==> config.mk <==
export PLATFORM = sky130hd
export DESIGN_NAME = nzp_branch_unit
export DESIGN_NICKNAME = d
export VERILOG_FILES = /design/src/rtl/nzp_branch_unit.sv
export SDC_FILE = /design/constraint.sdc
export NUM_CORES = 1
export LEC_CHECK = 0
export CORE_UTILIZATION = 58
export DETAILED_ROUTE_END_ITERATION = 8
export DONT_BUFFER_PORTS = 1
export PLACE_DENSITY_LB_ADDON = 0.12
export SYNTH_ARGS = -nofsm -noshare
export SYNTH_HDL_FRONTEND = slang
export SYNTH_SLANG_ARGS = --single-unit
==> constraint.sdc <==
create_clock -name clk -period 2.2 [get_ports clk]
set_clock_uncertainty 0.2 [all_clocks]
set_input_delay 0.22 -clock clk [delete_from_list [all_inputs] [get_ports clk]]
set_output_delay 0.22 -clock clk [all_outputs]
set_load 0.02 [all_outputs]
==> src/rtl/nzp_branch_unit.sv <==
// Per-thread NZP flags plus 3-cycle BR resolution (accept -> EVAL -> RESOLVE/br_done); br_ready low while busy.
// Optional NZP_DIVERGE_EN: all-taken / none / divergent resolution; otherwise any-taken policy, divergent tied 0.
module nzp_branch_unit #(
  parameter int THREADS    = 4,
  parameter int DATA_WIDTH = 8,
  parameter int PC_WIDTH   = 8
) (
  input  logic                             clk,
  input  logic                             reset,
  input  logic [THREADS-1:0]               thread_mask,
  input  logic                             cmp_valid,
  input  logic [THREADS*DATA_WIDTH-1:0]    cmp_a,
  input  logic [THREADS*DATA_WIDTH-1:0]    cmp_b,
  input  logic                             br_valid,
  output logic                             br_ready,
  input  logic [2:0]                       br_nzp,
  input  logic [PC_WIDTH-1:0]              br_target,
  input  logic [PC_WIDTH-1:0]              pc_in,
  output logic [3*THREADS-1:0]             nzp_flags,
  output logic                             br_done,
  output logic [PC_WIDTH-1:0]              next_pc,
  output logic [THREADS-1:0]               taken_mask,
  output logic                             divergent
);

  typedef enum logic [1:0] {IDLE, EVAL, RESOLVE} state_t;

  state_t              state, state_nxt;
  logic                br_accept;
  logic [2:0]          nzp_cap;
  logic [PC_WIDTH-1:0] target_cap;
  logic [PC_WIDTH-1:0] pc_cap;
  logic [THREADS-1:0]  mask_cap;
  logic [THREADS-1:0]  taken_nxt;
  logic [PC_WIDTH-1:0] pc_inc;
  logic [PC_WIDTH-1:0] pc_nxt;
  logic                any_taken;

  for (genvar i = 0; i < THREADS; i++) begin : g_thr
    logic signed [DATA_WIDTH:0] a_ext, b_ext, diff;
    logic [2:0]                 cmp_nzp;
    logic [2:0]                 flags_q;

    // One extra bit keeps the signed difference exact (e.g. 127 - (-128)).
    assign a_ext   = {cmp_a[i*DATA_WIDTH+DATA_WIDTH-1], cmp_a[i*DATA_WIDTH +: DATA_WIDTH]};
    assign b_ext   = {cmp_b[i*DATA_WIDTH+DATA_WIDTH-1], cmp_b[i*DATA_WIDTH +: DATA_WIDTH]};
    assign diff    = a_ext - b_ext;
    assign cmp_nzp = diff[DATA_WIDTH] ? 3'b100 : (diff == '0) ? 3'b010 : 3'b001;

    always_ff @(posedge clk) begin
      if (reset) begin
        flags_q <= 3'b000;
      end else if (cmp_valid && thread_mask[i]) begin
        flags_q <= cmp_nzp;
      end
    end

    assign nzp_flags[3*i +: 3] = flags_q;
    assign taken_nxt[i]        = mask_cap[i] & (|(flags_q & nzp_cap));
  end

  always_ff @(posedge clk) begin
    if (reset) begin
      state <= IDLE;
    end else begin
      state <= state_nxt;
    end
  end

  always_comb begin
    state_nxt = state;
    br_ready  = 1'b0;
    br_done   = 1'b0;
    case (state)
      IDLE: begin
        br_ready = 1'b1;
        if (br_valid) state_nxt = EVAL;
      end
      EVAL:    state_nxt = RESOLVE;
      RESOLVE: begin
        br_done   = 1'b1;
        state_nxt = IDLE;
      end
      default: state_nxt = IDLE;
    endcase
  end

  assign br_accept = br_valid & br_ready;
  assign any_taken = |taken_nxt;
  assign pc_inc    = pc_cap + PC_WIDTH'(1);

`ifdef NZP_DIVERGE_EN
  logic all_taken;
  logic div_nxt;
  logic div_q;

  // An empty captured mask is never "all taken", so it falls through to pc+1.
  assign all_taken = (mask_cap != '0) && (taken_nxt == mask_cap);
  assign div_nxt   = any_taken & ~all_taken;
  assign pc_nxt    = all_taken ? target_cap : pc_inc;

  always_ff @(posedge clk) begin
    if (reset) begin
      div_q <= 1'b0;
    end else if (state == EVAL) begin
      div_q <= div_nxt;
    end
  end

  assign divergent = div_q;
`else
  assign pc_nxt    = any_taken ? target_cap : pc_inc;
  assign divergent = 1'b0;
`endif

  always_ff @(posedge clk) begin
    if (reset) begin
      nzp_cap    <= 3'b000;
      target_cap <= '0;
      pc_cap     <= '0;
      mask_cap   <= '0;
      taken_mask <= '0;
      next_pc    <= '0;
    end else begin
      if (br_accept) begin
        nzp_cap    <= br_nzp;
        target_cap <= br_target;
        pc_cap     <= pc_in;
        mask_cap   <= thread_mask;
      end
      // Results settle at the end of EVAL so they are stable while br_done is high.
      if (state == EVAL) begin
        taken_mask <= taken_nxt;
        next_pc    <= pc_nxt;
      end
    end
  end

endmodule

Word level (Yosys, flattened, before mapping)
Cells that the tools add are included.
{"block": "op_classes", "n_mux": 13, "n_bitwise": 9, "addsub": 5, "n_eq_ne": 3, "n_reduce_logical": 14}
{"op": "$logic_not 9->1", "n": 4}
{"op": "$sub 8x8->9", "n": 4}
{"op": "$and 3x3->3", "n": 4}
{"op": "$mux 3", "n": 4}
{"op": "$reduce_or 3->1", "n": 4}
{"op": "$mux 2", "n": 5}
{"op": "$add 8x1->8 const B", "n": 1}
{"op": "$mux 8", "n": 1}
{"op": "$and 1x1->1", "n": 5}
{"op": "$logic_and 1x1->1", "n": 4}
{"op": "$pmux 2 s2", "n": 1}
{"op": "$reduce_or 4->1", "n": 1}
{"op": "$eq 2x1->1 const B", "n": 1}
{"op": "$eq 2x2->1 const B", "n": 1}
{"op": "$logic_not 2->1", "n": 1}
{"op": "$mux 1", "n": 2}
{"op": "$ne 2x2->1 const B", "n": 1}
{"block": "totals", "reg_bits": 49, "in_bits": 91}

Longest topological paths before layout
Gate-level depths: netlist (run 1).
{"block": "logic_depth", "word_depth": 5, "ltp_mapped": 9, "depth_no_buf": 9}

Worst setup path before layout (run 1)
OpenSTA, ideal clock, no wires.
{"block": "synth_timing", "kind": "input-to-reg", "from": "in cmp_a[16]", "to": "reg g_thr[2].flags_q[1]", "stages": 9, "arrival_ns": 2.027, "required_time_ns": 1.899, "path_slack_ns": -0.128, "cell_sequence": "inv_1 ha_1 fa_1 nand2b_1 a211oi_2 o311a_1 a21oi_1 a211o_1 o41ai_1"}
{"block": "synth_between", "elab_chain_len": 4}
{"item": "from (decl)", "line": "12", "rtl": "input logic [THREADS*DATA_WIDTH-1:0] cmp_a,"}
{"item": "$sub 8x8->9 *", "line": "47", "rtl": "assign diff = a_ext - b_ext;"}
{"item": "$logic_not 9->1", "line": "48", "rtl": "assign cmp_nzp = diff[DATA_WIDTH] ? 3'b100 : (diff == '0) ? 3'b010 : 3'b001;"}
{"item": "$mux 2", "line": "48"}
{"item": "$mux 3 *", "line": "48"}
{"item": "to (signal assigned)", "line": "54", "rtl": "flags_q <= cmp_nzp;"}
{"item": "to (decl)", "line": "42", "rtl": "logic [2:0] flags_q;"}
Mark *: on every way between the ends. The rest lies on a longest branch, timed or not.
A chain may end at the register's enable or synchronous reset.

Worst setup path after layout (run 1)
{"block": "layout_timing", "from": "in thread_mask[3]", "to": "reg g_thr[3].flags_q[1]"}
{"block": "layout_between", "elab_chain_len": 1}
{"item": "from (decl)", "line": "10", "rtl": "input logic [THREADS-1:0] thread_mask,"}
{"item": "$logic_and 1x1->1", "line": "53", "rtl": "end else if (cmp_valid && thread_mask[i]) begin"}
{"item": "to (signal assigned)", "line": "54"}
{"item": "to (decl)", "line": "42"}
Every way passes these cells.

==> results of run 1 <==
## Yosys cell counts, drive strengths merged (8+ instances only)
| library cell | count | area, sq um |
|---|---|---|
| nor2b | 14 | 95.1 |
| ha | 33 | 413 |
| clkbuf | 14 | 52.6 |
| o21ai | 12 | 60.1 |
| nand3 | 13 | 65.1 |
| nand2b | 9 | 56.3 |
| o211ai | 10 | 75.1 |
| dfxtp | 49 | 981 |
| a21oi | 57 | 285 |
| inv | 48 | 180 |
| nand2 | 91 | 342 |
| xor2 | 8 | 70.1 |
| nor2 | 19 | 71.3 |
## per-stage QoR
step | util | instances | setup WS [ns]
finish | 0.723 | 602 | 0.130
global route | 0.723 | 602 | 0.00479
CTS | 0.719 | 601 | 0.0323
detailed placement | 0.655 | 565 | -0.156
global placement | 0.655 | 565 | -0.0724
floorplan | - | 480 | 0.00196
## worst max-delay path, delay by kind of cell
family                 cells  cell delay (ns)
AOI/OAI and AO/OA          5             1.12
buffers and inverters      1             0.64
and+or+nand+nor            1             0.13
## state kept, by name, indices dropped and copies added, names as in the netlist
register       count
state              2
nzp_cap            3
target_cap         8
pc_cap             8
g_thr.flags_q     12
mask_cap           4
taken_mask         4
next_pc            8
## worst min-delay path by stage
stage / to / from / slack, ns / cells after the start
floorplan: g_thr[3].flags_q[2] / thread_mask[3] / 0.13 / 1
global placement: target_cap[0] / reset / 0.09 / 1
detailed placement: target_cap[1] / reset / 0.09 / 1
CTS: g_thr[3].flags_q[2] / cmp_valid / -0.16 / 1
global route: pc_cap[6] / reset / 0.03 / 2
finish: g_thr[3].flags_q[0] / cmp_valid / -0.002 / 3
## layout make-up
| class | count | share of cell area |
|---|---|---|
| clock buffers | 7 | 0.0199 |
| inverters | 48 | 0.0422 |
| multi-input cells | 364 | 0.568 |
| flip-flops and latches | 49 | 0.226 |
| well taps | 75 | 0.0217 |
| repair buffers | 59 | 0.122 |
## cell families (layout without fill, tap and decap cells)
kind of cell,Yosys count,after routing
xor+xnor,13,13
fa+ha+maj,37,37
simple gates,173,173
mux,7,7
flops,49,49
buf+inv,67,114
compound gates,133,133
other cells,1,1
## per-layer routing
| layer | wire length, um | GRT usage | part of all wire |
|---|---|---|---|
| met4 | 96 | 0.0571 | 0.011 |
| met3 | 581 | 0.0622 | 0.067 |
| met2 | 4150 | 0.423 | 0.48 |
| met5 | 0 | 0 | 0 |
| met1 | 3790 | 0.329 | 0.44 |
## repair_timing
action,CTS,global route
resized for setup,0,3
endpoints found under the hold margin,49,5
setup endpoints to repair,0,3
hold buffers,29,1
## report_power, final
| part | leakage, nW | total [W] | switching [W] | internal [W] |
|---|---|---|---|---|
| clock | 0.0443 | 0.000518 | 0.000268 | 0.000250 |
| combinational | 1.46 | 0.000695 | 0.000374 | 0.000321 |
| sequential | 0.400 | 0.000970 | 0.0000400 | 0.000930 |
| total | 1.90 | 0.00218 | 0.000683 | 0.00150 |
==> impl_metrics.env, run 1 <==
export IMPL_vias=3528
export IMPL_timing_worst_setup_path_type="in -> reg"
export IMPL_violations="hold timing"
export IMPL_synthAdderAreaFrac=0.135
export IMPL_cp_required_ns=2.23
export IMPL_setup_viol=0
export IMPL_min_path_type="in -> reg"
export IMPL_cp_slowest_cell="dlygate4sd3_1"
export IMPL_regArea_sq_um=981
export IMPL_routedWlPerCell_um=14.3
export IMPL_io_pins=118
export IMPL_ys_types=59
export IMPL_dp_hpwl_um=6410
export IMPL_cts_sinks=49
export IMPL_cts_clk_slew_worst_paths_ns=0.08
export IMPL_multi_input_area_sq_um=2460
export IMPL_ys_seq_area_frac=0.268
export IMPL_synth_top_family_by_area="compound AO/OA/AOI/OAI gates"
export IMPL_n_fill_cell=512
export IMPL_synthMuxAreaShare=0.0198
export IMPL_rsz0062_at_grt="no"
export IMPL_synth_edff_count=0
export IMPL_tns_ns=0
export IMPL_fmax_ghz=0.483
export IMPL_grt_pass1_wl_um=13300
export IMPL_final_common_cell="nand2_1"
export IMPL_slew_viol_final=0
export IMPL_die_width_um=81.5
export IMPL_syn_mean_instance_area_sq_um=7.63
export IMPL_cp_arrival_ns=2.10
export IMPL_post_cts_repair_setup_buffers=0
export IMPL_grt_use_total=0.254
export IMPL_dr_pass1_iters=7
export IMPL_critPathCapture="g_thr[3].flags_q[1]"
export IMPL_port_buffers=0
export IMPL_r2r_start="state[1]"
export IMPL_synth_cells=480
export IMPL_n_antenna_cell=0
export IMPL_area_growth_syn_to_layout_pct=18.3
export IMPL_final_cell_mix="nand2_1, a21oi_1, dfxtp_1"
export IMPL_power_w=0.00218
export IMPL_via_per_inst=5.86
export IMPL_p_leak_nw=1.90
export IMPL_die_area_sq_um=6640
export IMPL_wirelength_um=8620
export IMPL_drt_initial_drc_count=165
export IMPL_status="finished with violations"
export IMPL_die_h_um=81.5
export IMPL_grt_max_degree=48
export IMPL_synth_seq_cells=49
export IMPL_yosys_warnings=0
export IMPL_power_density_nw_per_um2=504
export IMPL_timing_final_crit_period_ns=2.07
export IMPL_worstSkewPairLatency_ns=0.29
export IMPL_hold_viol=1
export IMPL_worstPathCellList="dlygate4sd3_1 > nand2_1 > a2111oi_2 > o221ai_2 > a2111oi_4 > a21oi_1 > o21ai_1"
export IMPL_grt_pass1_vias=3050
export IMPL_crit_path_start_kind="input port"
export IMPL_drive_gt1_frac=0.104
export IMPL_ff2ff_setup_slack_ns=0.16
export IMPL_r2r_end="target_cap[1]"
export IMPL_crit_start="thread_mask[3]"
export IMPL_drc=0
export IMPL_placed_area_sq_um=3920
export IMPL_yosys_area_share_simple=0.224
export IMPL_max_stage_delay_ns=0.64
export IMPL_crit_fanout=5
export IMPL_cts_made_buffers=5
export IMPL_grt_overflow=0
export IMPL_finalCritPeriodShare=0.941
export IMPL_synth_nets=608
export IMPL_drv_cap=0
export IMPL_finalInstanceArea_sq_um=4330
export IMPL_synth_xor_area_share=0.0311
export IMPL_syn_area_sq_um=3660
export IMPL_vdd_ir_drop_max_v=0.000416
export IMPL_antenna_found_initial=0
export IMPL_fp_coreArea_sq_um=5990
export IMPL_holdWs_ns=-0.00186
export IMPL_synth_compound_area_frac=0.249
export IMPL_reg2reg_depth=6
export IMPL_start_util=0.611
export IMPL_gp_congestion=0.871
export IMPL_nets=655
export IMPL_synthArstFlopShare=0
export IMPL_rows=28
export IMPL_clock_path_buffers=2
export IMPL_endpoint_kind="flop"
export IMPL_synth_ff_type="dfxtp_1"
export IMPL_cts_root_buf="clkbuf_8"
export IMPL_cts_tree="yes"
export IMPL_htree_levels=2
export IMPL_postRouteAntennaNets=0
Power figures use the tool's default switching activity.
==> run 2, diff against run 1 <==
--- a/config.mk
+++ b/config.mk
@@ -8,7 +8,7 @@
 export CORE_UTILIZATION = 58
 export DETAILED_ROUTE_END_ITERATION = 8
 export DONT_BUFFER_PORTS = 1
-export PLACE_DENSITY_LB_ADDON = 0.12
+export PLACE_DENSITY = 0.72
 export SYNTH_ARGS = -nofsm -noshare
 export SYNTH_HDL_FRONTEND = slang
 export SYNTH_SLANG_ARGS = --single-unit
==> run 2 against run 1 <==
The flow now finishes without violations. Clock power down 3%. Register-to-register slack better by 0.05 ns. Fmax up 1.9%. Largest power group unchanged. Critical endpoint is now g_thr[0].flags_q[0]. Largest cell class unchanged. Final area down 0.69%. Cell count down 0.17%. Core utilization down 0.50 points.
==> impl_metrics.env, run 2 (synthesized netlist as in run 1, its figures left out) <==
export IMPL_power_w=0.00217
export IMPL_endpoint_kind="flop"
export IMPL_rows=28
export IMPL_die_area_sq_um=6640
export IMPL_grt_pass1_vias=3120
export IMPL_die_h_um=81.5
export IMPL_drive_gt1_frac=0.103
export IMPL_drt_initial_drc_count=154
export IMPL_antenna_found_initial=0
export IMPL_max_stage_delay_ns=0.54
export IMPL_route_met2_wl_um=4100
export IMPL_cp_arrival_ns=2.01
export IMPL_rsz0062_at_grt="no"
export IMPL_hold_viol=0
export IMPL_die_width_um=81.5
export IMPL_start_util=0.611
export IMPL_p_leak_nw=1.90
export IMPL_cts_root_buf="clkbuf_8"
export IMPL_finalCritPeriodShare=0.923
export IMPL_min_path_type="in -> reg"
export IMPL_final_cell_mix="nand2_1, a21oi_1, dfxtp_1"
export IMPL_timing_worst_setup_path_type="in -> reg"
export IMPL_cts_sinks=49
export IMPL_intPower_w=0.00148
export IMPL_combPwrFrac=0.322
export IMPL_power_density_nw_per_um2=505
export IMPL_wirelength_um=8650
export IMPL_fin_ws_ns=0.169
export IMPL_fp_coreArea_sq_um=5990
export IMPL_n_antenna_cell=0
export IMPL_crit_path_start_kind="input port"
export IMPL_regMostFlops="g_thr.flags_q"
export IMPL_swShare=0.320
export IMPL_final_common_cell="nand2_1"
export IMPL_cp_slowest_cell="or4_1"
export IMPL_clockPowerShare=0.231
export IMPL_grt_use_total=0.257
export IMPL_holdWs_ns=0.00595
export IMPL_p_sw_w=0.000696
export IMPL_vdd_ir_drop_max_v=0.000523
export IMPL_worstSkewPairLatency_ns=0.30
export IMPL_io_pins=118
export IMPL_finalNonFillerCells=601
export IMPL_htree_levels=2
export IMPL_largest_register_ffs=12
export IMPL_status="complete, no violations"
export IMPL_nets=653
export IMPL_routedWlPerCell_um=14.4
export IMPL_finalInstanceArea_sq_um=4300
export IMPL_gp_congestion=0.866
export IMPL_via_per_inst=5.83
export IMPL_slew_viol_final=0
export IMPL_grt_overflow=0
export IMPL_port_buffers=0
export IMPL_cts_made_buffers=5
export IMPL_place_inst=567
export IMPL_wl_met1_um=3770
export IMPL_dr_pass1_iters=6
export IMPL_worstPathCellList="inv_1 > ha_1 > fa_1 > nor2b_4 > o211ai_1 > a21oi_1 > or4_1 > a2111oi_4 > nor3b_1"
export IMPL_cts_tree="yes"
export IMPL_postRouteAntennaNets=0
export IMPL_grt_max_degree=47
export IMPL_area_growth_syn_to_layout_pct=17.5
export IMPL_seq_power_share=0.446
export IMPL_drv_cap=0
export IMPL_placed_area_sq_um=3940
export IMPL_top_layer="met4"
export IMPL_cts_clk_slew_worst_paths_ns=0.08
export IMPL_setup_viol=0
export IMPL_fmax_ghz=0.492
export IMPL_clock_path_buffers=2
export IMPL_crit_fanout=2
export IMPL_place_ws_ns=-0.112
export IMPL_cp_required_ns=2.18
export IMPL_grt_pass1_wl_um=13500
export IMPL_dr_wl_met3_um=603
export IMPL_timing_final_crit_period_ns=2.03
export IMPL_vias=3503
export IMPL_dp_hpwl_um=6400
export IMPL_drc=0
[run 2: cell count changes in the layout (fill, tap and decap cells not counted), sizes merged]
cell / before / now
dlygate4sd3: 29 / 24
dlymetal6s4s: 0 / 1
clkbuf: 7 / 8
buf: 30 / 32
[run 2: per-layer routing]
metal,up-vias,global-route usage
met1,1578,0.320
li1,1772,-
met3,21,0.0578
met4,0,0.0875
met5,-,0
met2,132,0.434
[run 2: through the flow]
stage | setup TNS [ns] | utilization
5_1_grt | 0 | 0.718
3_3_place_gp | -0.314 | 0.657
2_1_floorplan | 0 | -
6_report | 0 | 0.718
4_1_cts | 0 | 0.716
3_5_place_dp | -0.535 | 0.657
[run 2: timing repair]
action                                  CTS  global route
endpoints found under the hold margin    48             0
buffers inserted                          0             0
gates resized for setup                   0             2
hold buffers                             26             0
endpoints found under the setup margin    0             4
[run 2: worst max-delay path, delay by kind of cell]
kind            cells  cell delay (ns)
compound gates      3             0.65
fa+ha+maj           2             0.42
buf+inv             1             0.04
simple gates        3             0.68
[run 2: path summary, 6_finish.rpt]
kind	from	to	slack (ns)	depth (start not counted)
worst max-delay path	cmp_a[0]	g_thr[0].flags_q[0]	0.17	9
worst min-delay path	reset	g_thr[1].flags_q[0]	0.006	2
worst max register to register	nzp_cap[2]	next_pc[1]	0.21	6
worst min register to register	mask_cap[1]	mask_cap[1]	0.25	2
[run 2: final cells by class]
class                      count  area (sq um)
fill                         513          1690
sequential                    49           981
multi-input combinational    364          2460
inverter                      48           183
clock buffer                   8          80.1
timing repair buffer          57           505
tap                           75          93.8
[run 2: power groups by stage]
stage | combinational, W | clock [W] | sequential, W
6_report | 0.000700 | 0.000503 | 0.000970
5_1_grt | 0.000782 | 0.000536 | 0.000975
2_1_floorplan | 0.000478 | 0 | 0.000994
3_5_place_dp | 0.000625 | 0 | 0.000989
3_3_place_gp | 0.000611 | 0 | 0.000987
4_1_cts | 0.000688 | 0.000508 | 0.000969
==> run 3, diff against run 2 <==
--- a/config.mk
+++ b/config.mk
@@ -5,10 +5,10 @@
 export SDC_FILE = /design/constraint.sdc
 export NUM_CORES = 1
 export LEC_CHECK = 0
-export CORE_UTILIZATION = 58
+export CORE_UTILIZATION = 30
 export DETAILED_ROUTE_END_ITERATION = 8
 export DONT_BUFFER_PORTS = 1
-export PLACE_DENSITY = 0.72
+export PLACE_DENSITY = 0.41
 export SYNTH_ARGS = -nofsm -noshare
 export SYNTH_HDL_FRONTEND = slang
 export SYNTH_SLANG_ARGS = --single-unit
==> run 3 against run 2 <==
Clock-buffer cell count down 2. Routed wire length up 12%. Fmax about the same. Highest routed layer unchanged.
==> impl_metrics.env, run 3 (synthesized netlist as in run 1, its figures left out) <==
export IMPL_vdd_ir_drop_max_v=0.000295
export IMPL_cp_arrival_ns=2.00
export IMPL_holdWs_ns=0.00418
export IMPL_nets=665
export IMPL_cp_slowest_cell="or4_1"
export IMPL_grt_pass1_vias=3400
export IMPL_status="complete, no violations"
export IMPL_vias=3466
export IMPL_fmax_ghz=0.492
export IMPL_tns_ns=0
export IMPL_n_antenna_cell=0
export IMPL_endpoint_kind="flop"
export IMPL_crit_fanout=2
export IMPL_slew_viol_final=0
export IMPL_power_density_nw_per_um2=566
export IMPL_p_leak_nw=2.00
export IMPL_cts_clk_slew_worst_paths_ns=0.07
export IMPL_final_cell_mix="nand2_1, a21oi_1, dfxtp_1"
export IMPL_finalInstanceArea_sq_um=4580
export IMPL_drt_initial_drc_count=264
export IMPL_grt_overflow=0
export IMPL_timing_final_crit_period_ns=2.03
export IMPL_crit_buf_inv=1
export IMPL_placed_area_sq_um=4100
export IMPL_regArea_sq_um=981
export IMPL_drc=0
export IMPL_dr_pass1_iters=5
export IMPL_gp_congestion=0.812
export IMPL_port_buffers=0
export IMPL_postRouteAntennaNets=0
export IMPL_drive_gt1_frac=0.125
export IMPL_regMostFlops="g_thr.flags_q"
export IMPL_cts_sinks=49
export IMPL_largest_register_ffs=12
export IMPL_hold_viol=0
export IMPL_fin_ws_ns=0.169
export IMPL_dp_hpwl_um=7540
export IMPL_die_h_um=112
export IMPL_fp_coreArea_sq_um=11700
export IMPL_place_ws_ns=-0.132
export IMPL_crit_path_start_kind="input port"
export IMPL_start_util=0.314
export IMPL_rows=39
export IMPL_timing_worst_setup_path_type="in -> reg"
export IMPL_cts_root_buf="clkbuf_16"
export IMPL_routedWlPerCell_um=14.2
export IMPL_critPathTopFamily="compound AO/OA/AOI/OAI gates"
export IMPL_rsz0062_at_grt="no"
export IMPL_power_w=0.00259
export IMPL_final_common_cell="nand2_1"
export IMPL_clock_path_buffers=2
export IMPL_setup_viol=0
export IMPL_io_pins=118
export IMPL_multi_input_area_sq_um=2450
export IMPL_cts_made_buffers=5
export IMPL_antenna_found_initial=0
export IMPL_grt_pass1_wl_um=16000
export IMPL_cts_tree="yes"
export IMPL_wirelength_um=9690
export IMPL_area_growth_syn_to_layout_pct=25.2
export IMPL_worstPathCellList="inv_1 > ha_1 > fa_1 > nor2b_4 > o211ai_1 > a21oi_1 > or4_1 > a2111oi_2 > nor3b_1"
export IMPL_finalCritPeriodShare=0.923
export IMPL_die_area_sq_um=12700
export IMPL_max_stage_delay_ns=0.50
export IMPL_grt_max_degree=47
export IMPL_n_fill_cell=1225
export IMPL_worstSkewPairLatency_ns=0.29
export IMPL_drv_cap=0
export IMPL_via_per_inst=5.09
export IMPL_post_cts_repair_setup_buffers=0
export IMPL_cp_required_ns=2.17
export IMPL_min_path_type="in -> reg"
export IMPL_die_width_um=112
export IMPL_grt_use_total=0.156
export IMPL_htree_levels=2
[run 3: cell count changes in the layout (fill, tap and decap cells not counted), moves of 3 or more]
| cell | before | now |
|---|---|---|
| buf_4 | 31 | 39 |
| clkbuf_16 | 0 | 5 |
| clkbuf_8 | 5 | 1 |
| dlygate4sd3_1 | 24 | 28 |
| clkbuf_1 | 3 | 0 |
[run 3: final timing paths]
check | to | slack (ns) | start | depth (start not counted)
setup / recovery | g_thr[0].flags_q[0] | 0.17 | cmp_a[0] | 9
hold / removal | g_thr[3].flags_q[0] | 0.004 | cmp_valid | 3
setup reg to reg | next_pc[4] | 0.21 | nzp_cap[2] | 7
hold reg to reg | mask_cap[0] | 0.25 | mask_cap[0] | 2
[run 3: tightest hold or removal path, stage by stage]
cell,delay (ns)
nand2_1,0.07
nand2_1,0.08
a221oi_1,0.06
[run 3: layer usage]
metal | up-vias | global-route usage | routed length [um]
met1 | 1543 | 0.205 | 4670
li1 | 1808 | - | -
met2 | 107 | 0.253 | 4260
met5 | - | 0 | 0
met4 | 0 | 0.0391 | 100
met3 | 8 | 0.0400 | 658
[run 3: final cells by class]
type                       count  area share
clock inverter                 2     0.00819
timing repair buffer          69       0.134
tap                          143      0.0390
multi-input combinational    364       0.535
inverter                      48      0.0398
clock buffer                   6      0.0303
sequential                    49       0.214
[run 3: timing repair]
action	4_1_cts	5_1_grt
resized for setup	0	1
hold endpoints to repair	48	0
endpoints found under the setup margin	0	1
hold buffers	29	0
[run 3: through the flow]
step	cells	utilization
after floorplan	480	-
after global placement	644	0.352
after detailed placement	644	0.352
after CTS	681	0.393
after global routing	681	0.393
final	681	0.393
[run 3: where the power goes]
part / switching [W] / total, W / internal [W]
combinational: 0.000380 / 0.000717 / 0.000336
sequential: 0.0000401 / 0.000970 / 0.000930
clock: 0.000338 / 0.000906 / 0.000568
